[src/rtl/digit_serial_addsub_if.sv]
// Operand/result bundle for the digit-serial adder/subtractor.
// The requester drives start and operands; the unit returns the result, its status and the FSM state.
interface digit_serial_addsub_if #(
    parameter int WIDTH = 16
);
    logic             start;
    logic             sub;
    logic [WIDTH-1:0] a;
    logic [WIDTH-1:0] b;
    logic             cin;
    logic [WIDTH-1:0] sum;
    logic             cout;
    logic             ovf;
    logic             busy;
    logic             done;
    logic [1:0]       state;

    // start is accepted on any edge where busy=0; done marks one cycle, and sum/cout/ovf are held until the next completion.
    modport master (
        output start, sub, a, b, cin,
        input  sum, cout, ovf, busy, done, state
    );

    modport slave (
        input  start, sub, a, b, cin,
        output sum, cout, ovf, busy, done, state
    );
endinterface

[src/rtl/digit_serial_addsub.sv]
// Digit-serial add/subtract: one DIGIT-bit ripple slice per clock with a registered carry.
// The operands rotate right one digit per cycle and the partial result shifts in from the top.
module digit_serial_addsub #(
    parameter int WIDTH = 16,
    parameter int DIGIT = 4
) (
    input logic                 clk,
    input logic                 rst,
    digit_serial_addsub_if.slave bus
);
    localparam int N  = WIDTH / DIGIT;
    localparam int KW = (N > 1) ? $clog2(N) : 1;
    localparam logic [KW-1:0] K_LAST = KW'(N - 1);

    typedef enum logic [1:0] {
        S_IDLE = 2'd0,
        S_RUN  = 2'd1,
        S_DONE = 2'd2
    } state_t;

    state_t state_q;
    state_t state_d;

    logic [WIDTH-1:0] a_q;
    logic [WIDTH-1:0] b_q;
    logic             carry_q;
    logic             op_q;
    logic [KW-1:0]    k_q;
    logic [WIDTH-1:0] partial_q;
    logic [WIDTH-1:0] sum_q;
    logic             cout_q;
    logic             ovf_q;
    logic             busy;
    logic             done;

    logic             accept;
    logic             last_digit;
    logic [DIGIT:0]   slice_full;
    logic [DIGIT-1:0] slice_sum;
    logic             slice_carry;
    logic [WIDTH+DIGIT-1:0] partial_ext;
    logic [WIDTH-1:0] partial_next;
    logic [2*WIDTH-1:0] a_ext;
    logic [2*WIDTH-1:0] b_ext;
    logic [WIDTH-1:0] a_rot;
    logic [WIDTH-1:0] b_rot;

    assign accept     = (state_q != S_RUN) && bus.start;
    assign last_digit = (k_q == K_LAST);

    // The active digit always sits in the low DIGIT bits of the rotating operand copies.
    assign slice_full  = {1'b0, a_q[DIGIT-1:0]} + {1'b0, b_q[DIGIT-1:0]} + {{DIGIT{1'b0}}, carry_q};
    assign slice_sum   = slice_full[DIGIT-1:0];
    assign slice_carry = slice_full[DIGIT];

    assign partial_ext  = {slice_sum, partial_q};
    assign partial_next = partial_ext[WIDTH+DIGIT-1:DIGIT];

    assign a_ext = {a_q, a_q};
    assign b_ext = {b_q, b_q};
    assign a_rot = a_ext[WIDTH+DIGIT-1:DIGIT];
    assign b_rot = b_ext[WIDTH+DIGIT-1:DIGIT];

    always_ff @(posedge clk) begin
        if (rst) begin
            state_q <= S_IDLE;
        end else begin
            state_q <= state_d;
        end
    end

    always_comb begin
        state_d = state_q;
        case (state_q)
            S_IDLE, S_DONE: state_d = bus.start ? S_RUN : S_IDLE;
            S_RUN:          state_d = last_digit ? S_DONE : S_RUN;
            default:        state_d = S_IDLE;
        endcase
    end

    always_comb begin
        busy = 1'b0;
        done = 1'b0;
        case (state_q)
            S_RUN:   busy = 1'b1;
            S_DONE:  done = 1'b1;
            default: ;
        endcase
    end

    always_ff @(posedge clk) begin
        if (rst) begin
            a_q       <= '0;
            b_q       <= '0;
            carry_q   <= 1'b0;
            op_q      <= 1'b0;
            k_q       <= '0;
            partial_q <= '0;
            sum_q     <= '0;
            cout_q    <= 1'b0;
            ovf_q     <= 1'b0;
        end else if (accept) begin
            // Subtraction is a + ~b + ~borrow_in; the borrow-out is the inverted final carry.
            a_q       <= bus.a;
            b_q       <= bus.sub ? ~bus.b : bus.b;
            carry_q   <= bus.sub ^ bus.cin;
            op_q      <= bus.sub;
            k_q       <= '0;
            partial_q <= '0;
        end else if (state_q == S_RUN) begin
            a_q       <= a_rot;
            b_q       <= b_rot;
            carry_q   <= slice_carry;
            partial_q <= partial_next;
            k_q       <= k_q + KW'(1);
            if (last_digit) begin
                sum_q  <= partial_next;
                cout_q <= op_q ^ slice_carry;
                ovf_q  <= (a_q[DIGIT-1] == b_q[DIGIT-1]) && (slice_sum[DIGIT-1] != a_q[DIGIT-1]);
            end
        end
    end

    assign bus.sum   = sum_q;
    assign bus.cout  = cout_q;
    assign bus.ovf   = ovf_q;
    assign bus.busy  = busy;
    assign bus.done  = done;
    assign bus.state = state_q;
endmodule

[src/flat_wrapper.sv]
// flat-port wrapper written by rule: the top's interface ports become plain ports
module digit_serial_addsub_flat 
#(
    parameter int WIDTH = 16,
    parameter int DIGIT = 4
)
  (clk, rst, bus_start, bus_sub, bus_a, bus_b, bus_cin, bus_sum, bus_cout, bus_ovf, bus_busy, bus_done, bus_state);
  digit_serial_addsub_if #(.WIDTH(WIDTH)) bus_i ();
  input logic clk;
  input logic rst;
  input wire logic [$bits(bus_i.start)-1:0] bus_start;
  input wire logic [$bits(bus_i.sub)-1:0] bus_sub;
  input wire logic [$bits(bus_i.a)-1:0] bus_a;
  input wire logic [$bits(bus_i.b)-1:0] bus_b;
  input wire logic [$bits(bus_i.cin)-1:0] bus_cin;
  output wire logic [$bits(bus_i.sum)-1:0] bus_sum;
  output wire logic [$bits(bus_i.cout)-1:0] bus_cout;
  output wire logic [$bits(bus_i.ovf)-1:0] bus_ovf;
  output wire logic [$bits(bus_i.busy)-1:0] bus_busy;
  output wire logic [$bits(bus_i.done)-1:0] bus_done;
  output wire logic [$bits(bus_i.state)-1:0] bus_state;
  assign bus_i.start = bus_start;
  assign bus_i.sub = bus_sub;
  assign bus_i.a = bus_a;
  assign bus_i.b = bus_b;
  assign bus_i.cin = bus_cin;
  assign bus_sum = bus_i.sum;
  assign bus_cout = bus_i.cout;
  assign bus_ovf = bus_i.ovf;
  assign bus_busy = bus_i.busy;
  assign bus_done = bus_i.done;
  assign bus_state = bus_i.state;
  digit_serial_addsub #(.WIDTH(WIDTH), .DIGIT(DIGIT)) u_core (.clk(clk), .rst(rst), .bus(bus_i));
endmodule
[config.mk]
export PLATFORM = sky130hd
export DESIGN_NAME = digit_serial_addsub_flat
export DESIGN_NICKNAME = d
export VERILOG_FILES = /design/src/rtl/digit_serial_addsub_if.sv /design/src/rtl/digit_serial_addsub.sv /design/src/flat_wrapper.sv
export SDC_FILE = /design/constraint.sdc
export NUM_CORES = 1
export LEC_CHECK = 0
export BUFFER_PORTS_ARGS = -buffer_cell sky130_fd_sc_hd__buf_2
export CORE_MARGIN = 10
export CORE_UTILIZATION = 55
export DETAILED_ROUTE_END_ITERATION = 10
export PLACE_DENSITY_LB_ADDON = 0.1
export RECOVER_POWER = 50
export SYNTH_ARGS = -nofsm -noshare
export SYNTH_HDL_FRONTEND = slang
export SYNTH_SLANG_ARGS = --single-unit
[constraint.sdc]
create_clock -name clk -period 2.3 [get_ports clk]
set_input_delay 0.69 -clock clk [delete_from_list [all_inputs] [get_ports clk]]
set_output_delay 0.69 -clock clk [all_outputs]
set_load 0.01 [all_outputs]
==> flow_metrics.env <==
export IMPL_status="finished clean"
export IMPL_yosysSeqAreaShare_pct=44.5
export IMPL_maxClockFrequency_mhz=484
export IMPL_busiest_layer="met2"
export IMPL_clkPwrFrac_pct=42.7
export IMPL_netlist_area_leader_share_pct=44.5
export IMPL_synth_distinct_cells=37
export IMPL_portBuffers=58
export IMPL_rsz0062_at_grt="false"
export IMPL_cts_root_buf="clkbuf_8"
export IMPL_crit_chain="nand2b_2 > inv_2 > buf_2"
export IMPL_synth_edf_count=0
export IMPL_cts_resized_gates=0
export IMPL_yosysMostFrequentCell="dfxtp_1"
export IMPL_syn_nets=396
export IMPL_hold_viol_final=0
export IMPL_drive_gt1_share_pct=17.2
export IMPL_final_nets=444
export IMPL_avgViaCountPerCell=5.27
export IMPL_synth_area_per_cell_um2=8.66
export IMPL_grt_pass1_wl_mm=11.3
export IMPL_ir_drop_mv=0.457
export IMPL_crit_slowest_cell="dfxtp_1"
export IMPL_synthAdderAreaFrac_pct=2.95
export IMPL_crit_path_start_kind="flop"
export IMPL_routed_via_count=2520
export IMPL_num_antenna_cells=0
export IMPL_wl_per_cell_um=14.2
export IMPL_synthMuxAreaShare_pct=5.24
export IMPL_detail_route_antenna_nets=0
export IMPL_initial_utilization_pct=56.2
export IMPL_drc_errors=0
export IMPL_synth_seq_cells=68
export IMPL_p_switching_uw=701
export IMPL_grt_use_met1_pct=20.1
export IMPL_grtUsageMet2_pct=23.9
export IMPL_htreeDepth=3
export IMPL_yosys_top_cells_count="dfxtp_1, nand2_1, a21oi_1"
export IMPL_power_density_mw_per_mm2=795
export IMPL_postRouteWirelength_mm=6.76
export IMPL_dieArea_mm2=0.00894
export IMPL_endpoint_kind="output pin"
export IMPL_antenna_found_initial=0
export IMPL_seqPwrFrac_pct=45.2
export IMPL_synth_top_area_cell="dfxtp_1"
export IMPL_yosys_area_share_simple_pct=16.6
export IMPL_place_hpwl_mm=4.67
export IMPL_grt_pass1_vias=2359
export IMPL_fin_setup_tns_ns=0
export IMPL_dieWidth_um=94.6
export IMPL_ys_flop_type="dfxtp_1"
export IMPL_first_iter_violations=167
export IMPL_power_leakage_uw=0.00147
export IMPL_p_sw_share_pct=24.6
export IMPL_crit_type="flop to output pin"
export IMPL_cts_sinks=68
export IMPL_clk_transition_reported_paths_ns=0.07
export IMPL_worst_path_buf_inv=2
export IMPL_fp_dieH_um=94.6
export IMPL_maxCapViolCount=0
export IMPL_synthXorXnorAreaFrac_pct=5.44
export IMPL_gp_congestion=0.824
export IMPL_grt_util_all_layers_pct=15.7
export IMPL_power_internal_uw=2150
export IMPL_required_ns=1.61
export IMPL_setup_violations=0
export IMPL_io_pins=59
export IMPL_synthCells=353
export IMPL_grt_max_degree=49
export IMPL_grt_overflow=0
export IMPL_max_slew_margin_pct=40.3
export IMPL_cp_arrival_ns=1.37
export IMPL_cp_slowest_stage_delay_ns=0.47
export IMPL_skew_ns=0.00823
export IMPL_syn_cell_area_mm2=0.00306
export IMPL_synthArstFlopShare_pct=0
export IMPL_cts_buffers=9
export IMPL_maxSlewViolCount=0
export IMPL_cts_buffer_depth=2
export IMPL_cts_hold_fix_buffers=0
export IMPL_synthTopCellsByArea="dfxtp_1, nand2_1, a21oi_1"
export IMPL_hold_worst_slack_ns=0.453
export IMPL_synth_top_family_by_area="compound AO/OA/AOI/OAI gates"
export IMPL_num_rows=27
export IMPL_min_path_type="flop to flop"
export IMPL_syn_to_final_growth_pct=17.1
export IMPL_tightestPinTransition_ns=0.896
export IMPL_crit_family="flip-flops"
export IMPL_fin_crit_ns=2.06
export IMPL_cp_max_fo=18
export IMPL_final_util_pct=65.9
export IMPL_post_cts_buffers=0
export IMPL_timing_final_crit_share_pct=89.7
export IMPL_core_mm2=0.00544
export IMPL_synth_compound_area_share_pct=20.4
export IMPL_cts_tree="yes"
export IMPL_combPwrFrac_pct=12.1
export IMPL_clk_latency_ns=0.35
export IMPL_grt_use_met3_pct=4.44
export IMPL_first_pass_iters=4
export IMPL_yosys_warnings=0
per-stage QoR:
stage / area, um^2 / power (uW) / worst slack (ns) / instances
6_report: 3580 / 2850 / 0.236 / 478
5_1_grt: 3580 / 2970 / 0.125 / 478
4_1_cts: 3610 / 2860 / 0.209 / 478
3_5_place_dp: 3360 / 1660 / 0.478 / 462
3_3_place_gp: 3360 / 1650 / 0.479 / 462
2_1_floorplan: 3060 / 1570 / 0.631 / 353
worst min-delay path, stage by stage, from the launching register on:
cell and delay (ns):
dfxtp_1 0.31, nand2_1 0.05, a21oi_1 0.05
sequential cells by signal (all words and copies together), names as in the netlist:
register / count
u_core.bus.state: 2
u_core.partial_q: 12
u_core.carry_q: 1
u_core.op_q: 1
u_core.k_q: 2
u_core.bus.ovf: 1
u_core.bus.sum: 16
u_core.b_q: 16
u_core.a_q: 16
u_core.bus.cout: 1
final cells by class:
| cell class | instances | area [um^2] |
|---|---|---|
| clock buffers | 10 | 138 |
| clock inverters | 6 | 111 |
| fillers | 482 | 1860 |
| inverters | 2 | 7.51 |
| multi-input cells | 254 | 1550 |
| flip-flops and latches | 68 | 1360 |
| well taps | 72 | 90.1 |
| repair buffers | 66 | 325 |
layer usage:
layer	wire (um)	up-vias
met2	3050	62
met5	0	-
met1	3160	1126
met4	143	0
li1	-	1317
met3	406	15
path summary, 6_finish.rpt:
path,from,cells past startpoint,endpoint,slack (ns)
max,u_core.bus.state[0]$_SDFF_PP0_,3,bus_busy,0.24
min,u_core.b_q[9]$_SDFFE_PP0P_,2,u_core.b_q[5]$_SDFFE_PP0P_,0.45
max reg2reg,u_core.bus.state[1]$_SDFF_PP0_,4,u_core.k_q[0]$_SDFFE_PP0P_,0.34
min reg2reg,u_core.b_q[9]$_SDFFE_PP0P_,2,u_core.b_q[5]$_SDFFE_PP0P_,0.45
power by group through the flow:
stage | Clock, uW | Sequential [uW] | Combinational [uW]
floorplan | 0 | 1300 | 267
global placement | 0 | 1310 | 338
detailed placement | 0 | 1310 | 344
CTS | 1230 | 1290 | 346
global route | 1290 | 1290 | 391
finish | 1210 | 1290 | 346
logic make-up after synthesis:
kind of cell | count (synthesis)
compound gates | 92
fa+ha+maj | 6
flops | 68
buf+inv | 31
xor+xnor | 19
mux | 16
simple gates | 121
layout by cell type, fill, tap and decap left out, types with 2 or more instances in the layout:
master	instances
xnor2_1	19
a311o_1	3
clkbuf_8	10
buf_2	43
dfxtp_1	68
nor2_1	39
nand2_1	66
clkbuf_1	16
mux2i_1	16
a2111oi_0	2
bufinv_16	3
buf_4	6
nor3b_1	2
a211oi_1	19
a211o_1	16
ha_1	4
a21o_1	3
a21oi_1	44
fa_1	2
nand3_1	3
(Power assumes the default switching activity.)
